**src/rtl/debug_run_ctrl.sv**
```systemverilog
// Run/step controller: turns host STEP-N / RUN commands into spaced single-cycle step pulses.
// Optional macro RUN_CTRL_EBREAK_HALT_EN: also stop (cause 2) when the current instruction is EBREAK.
module debug_run_ctrl #(
    parameter int unsigned STEP_GAP = 4,
    parameter int unsigned CNT_W    = 32
) (
    input  logic             clk,
    input  logic             reset_n,
    input  logic             cmd_valid,
    output logic             cmd_ready,
    input  logic             cmd_run,
    input  logic [CNT_W-1:0] cmd_count,
    input  logic             halt_req,
    input  logic             bp_en,
    input  logic [31:0]      bp_addr,
    input  logic [31:0]      current_pc,
    input  logic [31:0]      current_instruction,
    output logic             step,
    output logic             busy,
    output logic             halted,
    output logic [1:0]       halt_cause,
    output logic [CNT_W-1:0] step_count
);

    localparam int unsigned GAP_W = $clog2(STEP_GAP);

    typedef enum logic [1:0] {
        S_IDLE,
        S_PULSE,
        S_GAP
    } state_e;

    typedef enum logic [1:0] {
        C_NONE  = 2'd0,
        C_COUNT = 2'd1,
        C_BREAK = 2'd2,
        C_HOST  = 2'd3
    } cause_e;

    state_e             state_q, state_d;
    cause_e             cause_q, cause_d;
    logic               mode_q, mode_d;
    logic [CNT_W-1:0]   remaining_q, remaining_d;
    logic [CNT_W-1:0]   count_q, count_d;
    logic [GAP_W-1:0]   gap_q, gap_d;
    logic               hold_q, hold_d;
    logic               step_q, step_d;
    logic               busy_q, busy_d;
    logic               ready_q, ready_d;
    logic               halted_q, halted_d;
    logic               stop;
    cause_e             stop_cause;

`ifndef RUN_CTRL_EBREAK_HALT_EN
    logic unused_insn;
    assign unused_insn = ^current_instruction;
`endif

    // Stop decision for the last GAP cycle; a halt_req on this very cycle counts.
    always_comb begin
        stop       = 1'b1;
        stop_cause = C_NONE;
        if (hold_q || halt_req) begin
            stop_cause = C_HOST;
        end else if (bp_en && (current_pc == bp_addr)) begin
            stop_cause = C_BREAK;
`ifdef RUN_CTRL_EBREAK_HALT_EN
        end else if (current_instruction == 32'h0010_0073) begin
            stop_cause = C_BREAK;
`endif
        end else if (!mode_q && (remaining_q == '0)) begin
            stop_cause = C_COUNT;
        end else begin
            stop = 1'b0;
        end
    end

    always_comb begin
        state_d     = state_q;
        cause_d     = cause_q;
        mode_d      = mode_q;
        remaining_d = remaining_q;
        count_d     = count_q;
        gap_d       = gap_q;
        hold_d      = hold_q;
        step_d      = 1'b0;
        busy_d      = busy_q;
        ready_d     = ready_q;
        halted_d    = halted_q;

        case (state_q)
            S_IDLE: begin
                if (cmd_valid) begin
                    mode_d      = cmd_run;
                    remaining_d = cmd_count;
                    count_d     = '0;
                    cause_d     = C_NONE;
                    halted_d    = 1'b0;
                    hold_d      = 1'b0;
                    if (!cmd_run && (cmd_count == '0)) begin
                        halted_d = 1'b1;
                        cause_d  = C_COUNT;
                    end else begin
                        // First pulse is counted on entry so step_count tracks the visible pulse.
                        state_d = S_PULSE;
                        step_d  = 1'b1;
                        busy_d  = 1'b1;
                        ready_d = 1'b0;
                        count_d = CNT_W'(1);
                        if (!cmd_run) begin
                            remaining_d = cmd_count - CNT_W'(1);
                        end
                    end
                end
            end

            S_PULSE: begin
                state_d = S_GAP;
                gap_d   = GAP_W'(STEP_GAP - 2);
                if (halt_req) begin
                    hold_d = 1'b1;
                end
            end

            S_GAP: begin
                if (halt_req) begin
                    hold_d = 1'b1;
                end
                if (gap_q != '0) begin
                    gap_d = gap_q - GAP_W'(1);
                end else if (stop) begin
                    state_d  = S_IDLE;
                    cause_d  = stop_cause;
                    halted_d = 1'b1;
                    busy_d   = 1'b0;
                    ready_d  = 1'b1;
                    hold_d   = 1'b0;
                end else begin
                    state_d = S_PULSE;
                    step_d  = 1'b1;
                    count_d = count_q + CNT_W'(1);
                    if (!mode_q && (remaining_q != '0)) begin
                        remaining_d = remaining_q - CNT_W'(1);
                    end
                end
            end

            default: begin
                state_d = S_IDLE;
                busy_d  = 1'b0;
                ready_d = 1'b1;
                hold_d  = 1'b0;
            end
        endcase
    end

    always_ff @(posedge clk) begin
        if (!reset_n) begin
            state_q     <= S_IDLE;
            cause_q     <= C_NONE;
            mode_q      <= 1'b0;
            remaining_q <= '0;
            count_q     <= '0;
            gap_q       <= '0;
            hold_q      <= 1'b0;
            step_q      <= 1'b0;
            busy_q      <= 1'b0;
            ready_q     <= 1'b1;
            halted_q    <= 1'b0;
        end else begin
            state_q     <= state_d;
            cause_q     <= cause_d;
            mode_q      <= mode_d;
            remaining_q <= remaining_d;
            count_q     <= count_d;
            gap_q       <= gap_d;
            hold_q      <= hold_d;
            step_q      <= step_d;
            busy_q      <= busy_d;
            ready_q     <= ready_d;
            halted_q    <= halted_d;
        end
    end

    assign cmd_ready  = ready_q;
    assign step       = step_q;
    assign busy       = busy_q;
    assign halted     = halted_q;
    assign halt_cause = cause_q;
    assign step_count = count_q;

endmodule

```
**config.mk**
```make
export PLATFORM = sky130hd
export DESIGN_NAME = debug_run_ctrl
export DESIGN_NICKNAME = d
export VERILOG_FILES = /design/src/rtl/debug_run_ctrl.sv
export SDC_FILE = /design/constraint.sdc
export NUM_CORES = 1
export LEC_CHECK = 0
export BUFFER_PORTS_ARGS = -buffer_cell sky130_fd_sc_hd__buf_4
export CORE_ASPECT_RATIO = 2
export CORE_MARGIN = 2
export CORE_UTILIZATION = 47
export CTS_CLUSTER_DIAMETER = 120
export DETAILED_ROUTE_END_ITERATION = 10
export PLACE_DENSITY = 0.82
export SLEW_MARGIN = 20
export SYNTH_ARGS = -nofsm -noshare
export SYNTH_HDL_FRONTEND = slang
export SYNTH_SLANG_ARGS = --single-unit
```
**constraint.sdc**
```tcl
create_clock -name clk -period 2.8 [get_ports clk]
set_input_delay 0.14 -clock clk [delete_from_list [all_inputs] [get_ports clk]]
set_output_delay 0.14 -clock clk [all_outputs]
set_load 0.02 [all_outputs]
```
== Word level (Yosys, flattened, before mapping) ==
Cells that the tools add are included.

* Mux-type cells: 53
* $add $sub $neg: 4
* Reductions and logical operators: 21
* Bitwise operators: 1
* Equality and inequality tests: 10

{| class="wikitable"
|+ Operators by type and width
! operator !! count
|-
| $mux 32 || 9
|-
| $pmux 32 s2 || 2
|-
| $logic_not 32->1 || 2
|-
| $sub 32x1->32 const B || 2
|-
| $add 32x1->32 const B || 1
|-
| $eq 32x32->1 || 1
|-
| $reduce_bool 32->1 || 1
|-
| $mux 1 || 25
|-
| $mux 2 || 9
|-
| $ne 2x2->1 const B || 7
|-
| $reduce_and 5->1 || 2
|-
| $pmux 1 s3 || 3
|-
| $pmux 2 s2 || 2
|-
| $reduce_and 4->1 || 2
|-
| $pmux 2 s3 || 1
|-
| $reduce_bool 2->1 || 3
|-
| $logic_and 1x1->1 || 4
|-
| $pmux 1 s2 || 2
|-
| $reduce_and 2->1 || 2
|-
| $reduce_and 3->1 || 1
|-
| $eq 2x1->1 const B || 1
|-
| $eq 2x2->1 const B || 1
|-
| $logic_not 1->1 || 2
|-
| $logic_not 2->1 || 1
|-
| other kinds (3) || 3
|}

* Output and inout bits: 38
* Register bits after elaboration: 76
* Logic and storage cells: 100

== Longest topological paths before layout ==
* Depth after elaboration: 8
* Mapped depth: 13
* Gate-level depth less buffers: 9

== Worst setup path before layout ==
OpenSTA, ideal clock, no wires.

* Path type: reg-to-reg
* Start: register state_q[0]
* End: register remaining_q[7]
* Library setup time: 0.117 ns
* Stages on the path, launching flop included: 13
* Clock period less this slack: 2.730 ns
* Arrival: 2.613 ns
* Slack: 0.070 ns
* Buffers on the path: 3
* Cells stage by stage: dfxtp_1 inv_1 ha_1 buf_4 nand2b_4 o21ai_2 or2_0 buf_2 or3_1 or2_1 buf_2 or4_1 a32o_1

* Cells in the longest elaborated chain, start to end: 3
* Elaborated cells on any way between the ends: 9
* Classes of those cells: eq/ne (5); mux (1); reduce/logical (3)

{| class="wikitable"
|+ Ends and longest elaborated chain
! item !! line !! text
|-
| start: declaration || 40 || <nowiki>state_e state_q, state_d;</nowiki>
|-
| start signal: assignment || 171 || <nowiki>state_q <= state_d;</nowiki>
|-
| $eq 2x2->1 or $logic_not 2->1 (tied branches) || 91 || <nowiki>case (state_q)</nowiki>
|-
| $ne 2x2->1 (no line) or $reduce_bool 2->1 (tied branches) || n/a ||
|-
| $reduce_and 5->1 (no line) || n/a ||
|-
| end signal: assignment || 174 || <nowiki>remaining_q <= remaining_d;</nowiki>
|-
| end: declaration || 43 || <nowiki>logic [CNT_W-1:0] remaining_q, remaining_d;</nowiki>
|}

Parallel ways exist; a longest one is shown, timed or not.
A chain may end at the register's enable or synchronous reset.

== Worst setup path in the final report ==
* Start: register state_q[1]
* End: register remaining_q[12]

Same word-level chain as after synthesis.

==> flow_summary.toml <==
[route]
wl_per_cell_um = 18.3
drt_iter0_markers = 279
vias_per_cell = 6.16
vias = 6107
routed_wl_um = 18100
drtAntennaViolNets = 0
firstDrtPassIters = 5
drc_errors = 0

[logic_synthesis]
yosys-top-cells-area = "dfxtp_1 29%, xnor2_1 7.2%, o21ai_0 4.7%, a21oi_1 4.4%, or3_1 4.2%"
synth_area_um2 = 5220
yosysWarnings = 0
synthesis.nets = 824
synth_largest_area_cell = "dfxtp_1"
yosys.area.top_type_share = 0.291
synthFlopType = "dfxtp_1"
synthCells = 680
yosysUniqueCellTypes = 63
synth-seq-cells = 76
avgSynthCellArea_um2 = 7.68
synth_edf_count = 0
synth_async_sr_flop_share = 0
yosysSeqAreaShare = 0.291

[timing]
relSlewSlack = 0.552
fin_worst_skew_ns = 0.0121
layout_setup_ws_ns = 0.103
max_freq_mhz = 371
fin_crit_sh = 0.963
rsz0062_at_grt = "no"
worstMarginPinSlew_ns = 0.666
finalSetupViolations = 0
hold_ws_ns = 0.116
finalMaxSlewViolations = 0
fin_crit_ns = 2.70
hold_viol_final = 0

[power]
p_int_mw = 2.62
pwr-share-seq = 0.329
powerDensity_nw_per_um2 = 582
ir_drop_mv = 0.356
swShare = 0.360
leakage_nw = 2.67
combPwrFrac = 0.370
pwr-share-clk = 0.301
p_sw_mw = 1.48

[hold_path]
holdCritPathClass = "in -> reg"

[global_routing]
grt_max_degree = 30
track_usage = 0.301
grt_pass1_vias = 6063
grt_pass1_wl_um = 28800
antenna_found_initial = 0
overflow = 0

[final_layout]
fin_util = 0.647
antennaDiodeCount = 0
design_area_um2 = 7040
fin_nets = 990
fillers = 979
layout-drive-gt1-share = 0.263
area_growth_pct = 34.8

[clocking]
clock-root-buffer = "clkbuf_16"
numCtsBuffers = 9
cts.repair.resized = 2
htree_levels = 3
clk_latency_ns = 0.35
post_cts_buffers = 0
clockBufferDepth = 2
clkSlewWorstSetupHoldPaths_ns = 0.06
cts_sinks = 76
cts_tree = "built"
holdBufCountCts = 0

[place]
placed_area_um2 = 6710
portBuffers = 139
dpl.hpwl_um = 14400
dp_slack_ns = -0.00576
routabilityCongestion = 0.960

[setup_path]
critPathMaxFanout = 15
crit_required_ns = 3.03
critPathCaptureType = "flip-flop"
critPathKind = "reg -> reg"
worst_setup_path_start_kind = "flip-flop"
critPathArrivalTime_ns = 2.93

[floorplan]
die_h_um = 153
placementRows = 54
die_area_um2 = 12000
coreArea_um2 = 10900
io_pins = 172
start_util = 0.480
die-width_um = 78.5

[status]
run_status = "finished, final reports clean"

[run]
maxCapViolations = 0
==> routing by layer <==
layer / global-route usage / wire length, um / vias up
li1: - / - / 2898
met1: 0.297 / 6230 / 2888
met2: 0.556 / 9950 / 248
met3: 0.0478 / 808 / 73
met4: 0.205 / 1160 / 0
met5: 0 / 0 / -
==> cell type report <==
type                    instances  area [um^2]  area share
multi-input cells             550         3480       0.495
flip-flops and latches         76         1520       0.216
repair buffers                188         1460       0.208
clock buffers                  11          253      0.0359
well taps                     140          175      0.0249
inverters                      21         78.8      0.0112
clock inverters                 5         65.1     0.00924
==> sequential cells by signal (all words and copies together), names as in the netlist <==
register / flops
state_q: 2
hold_q: 1
halt_cause: 2
mode_q: 1
gap_q: 2
halted: 1
busy: 1
remaining_q: 32
step: 1
step_count: 32
cmd_ready: 1
==> metrics by stage <==
step	TNS (ns)	std cells	power, mW
6_report	0	991	4.10
5_1_grt	0	991	4.29
4_1_cts	0	991	4.09
3_5_place_dp	-0.0148	975	2.84
3_3_place_gp	0	975	2.79
2_1_floorplan	0	680	2.15
==> cells in the mapped netlist (5+ instances only) <==
library cell / instances
buf_2: 10
a32o_1: 13
xor2_1: 17
clkbuf_1: 21
or4_1: 9
o22ai_1: 10
a21oi_1: 46
nand3_1: 34
dfxtp_1: 76
ha_1: 10
nand2_1: 46
o31ai_1: 9
o211ai_1: 6
xnor2_1: 43
nor3_1: 25
or2_2: 5
a211oi_1: 5
and3_1: 10
nand3b_1: 5
inv_1: 19
nand4b_1: 10
nor4_1: 29
nor2_1: 49
o21ai_0: 49
or3_1: 35
nand4_1: 24
==> worst paths after layout <==
check                                from  depth (start not counted)                           end  slack (ns)
max               state_q[1]$_SDFFE_PN0P_                         10  remaining_q[12]$_SDFFE_PN0P_        0.10
min                             cmd_valid                          3           mode_q$_SDFFE_PN0P_        0.12
min reg2reg  remaining_q[31]$_SDFFE_PN0P_                          2  remaining_q[31]$_SDFFE_PN0P_        0.48
max reg2reg       state_q[1]$_SDFFE_PN0P_                         10  remaining_q[12]$_SDFFE_PN0P_        0.10
==> critical path: stages (launching register included) <==
cell	delay [ns]
dfxtp_2	0.36
inv_1	0.08
ha_2	0.21
nand2b_4	0.08
o21ai_2	0.06
or2_0	0.22
or3_1	0.40
or2_1	0.24
buf_4	0.20
or4_1	0.48
a32o_1	0.27
==> cells in the final DEF (no fill, tap or decap), drive strengths merged, types with 5 or more instances in the layout <==
master / n
nor2: 49
o31ai: 9
nand3b: 5
a21oi: 46
xor2: 17
nor3: 26
clkbuf: 11
a211oi: 5
or2: 7
or3: 35
o21ai: 52
nand2b: 5
a32o: 13
o22ai: 10
inv: 23
and3: 10
dfxtp: 76
o211ai: 6
nand4: 24
nand2: 46
nand3: 34
or4: 9
nand4b: 10
ha: 10
buf: 188
xnor2: 43
nor4: 33
==> power by group through the flow <==
stage | combinational [mW] | clock (mW) | sequential, mW
after detailed placement | 1.48 | 0 | 1.36
after global placement | 1.44 | 0 | 1.35
after floorplan | 0.792 | 0 | 1.36
final | 1.52 | 1.23 | 1.35
after global routing | 1.63 | 1.30 | 1.36
after CTS | 1.49 | 1.25 | 1.34
==> kinds of logic after synthesis <==
logic type               synth area share
AO/OA/AOI/OAI                       0.204
XOR/XNOR                            0.101
adder cells (fa/ha/maj)            0.0240
buffers and inverters              0.0427
flip-flops                          0.291
multiplexers                      0.00407
AND/OR/NAND/NOR                     0.333
Power figures use the tool's default switching activity.
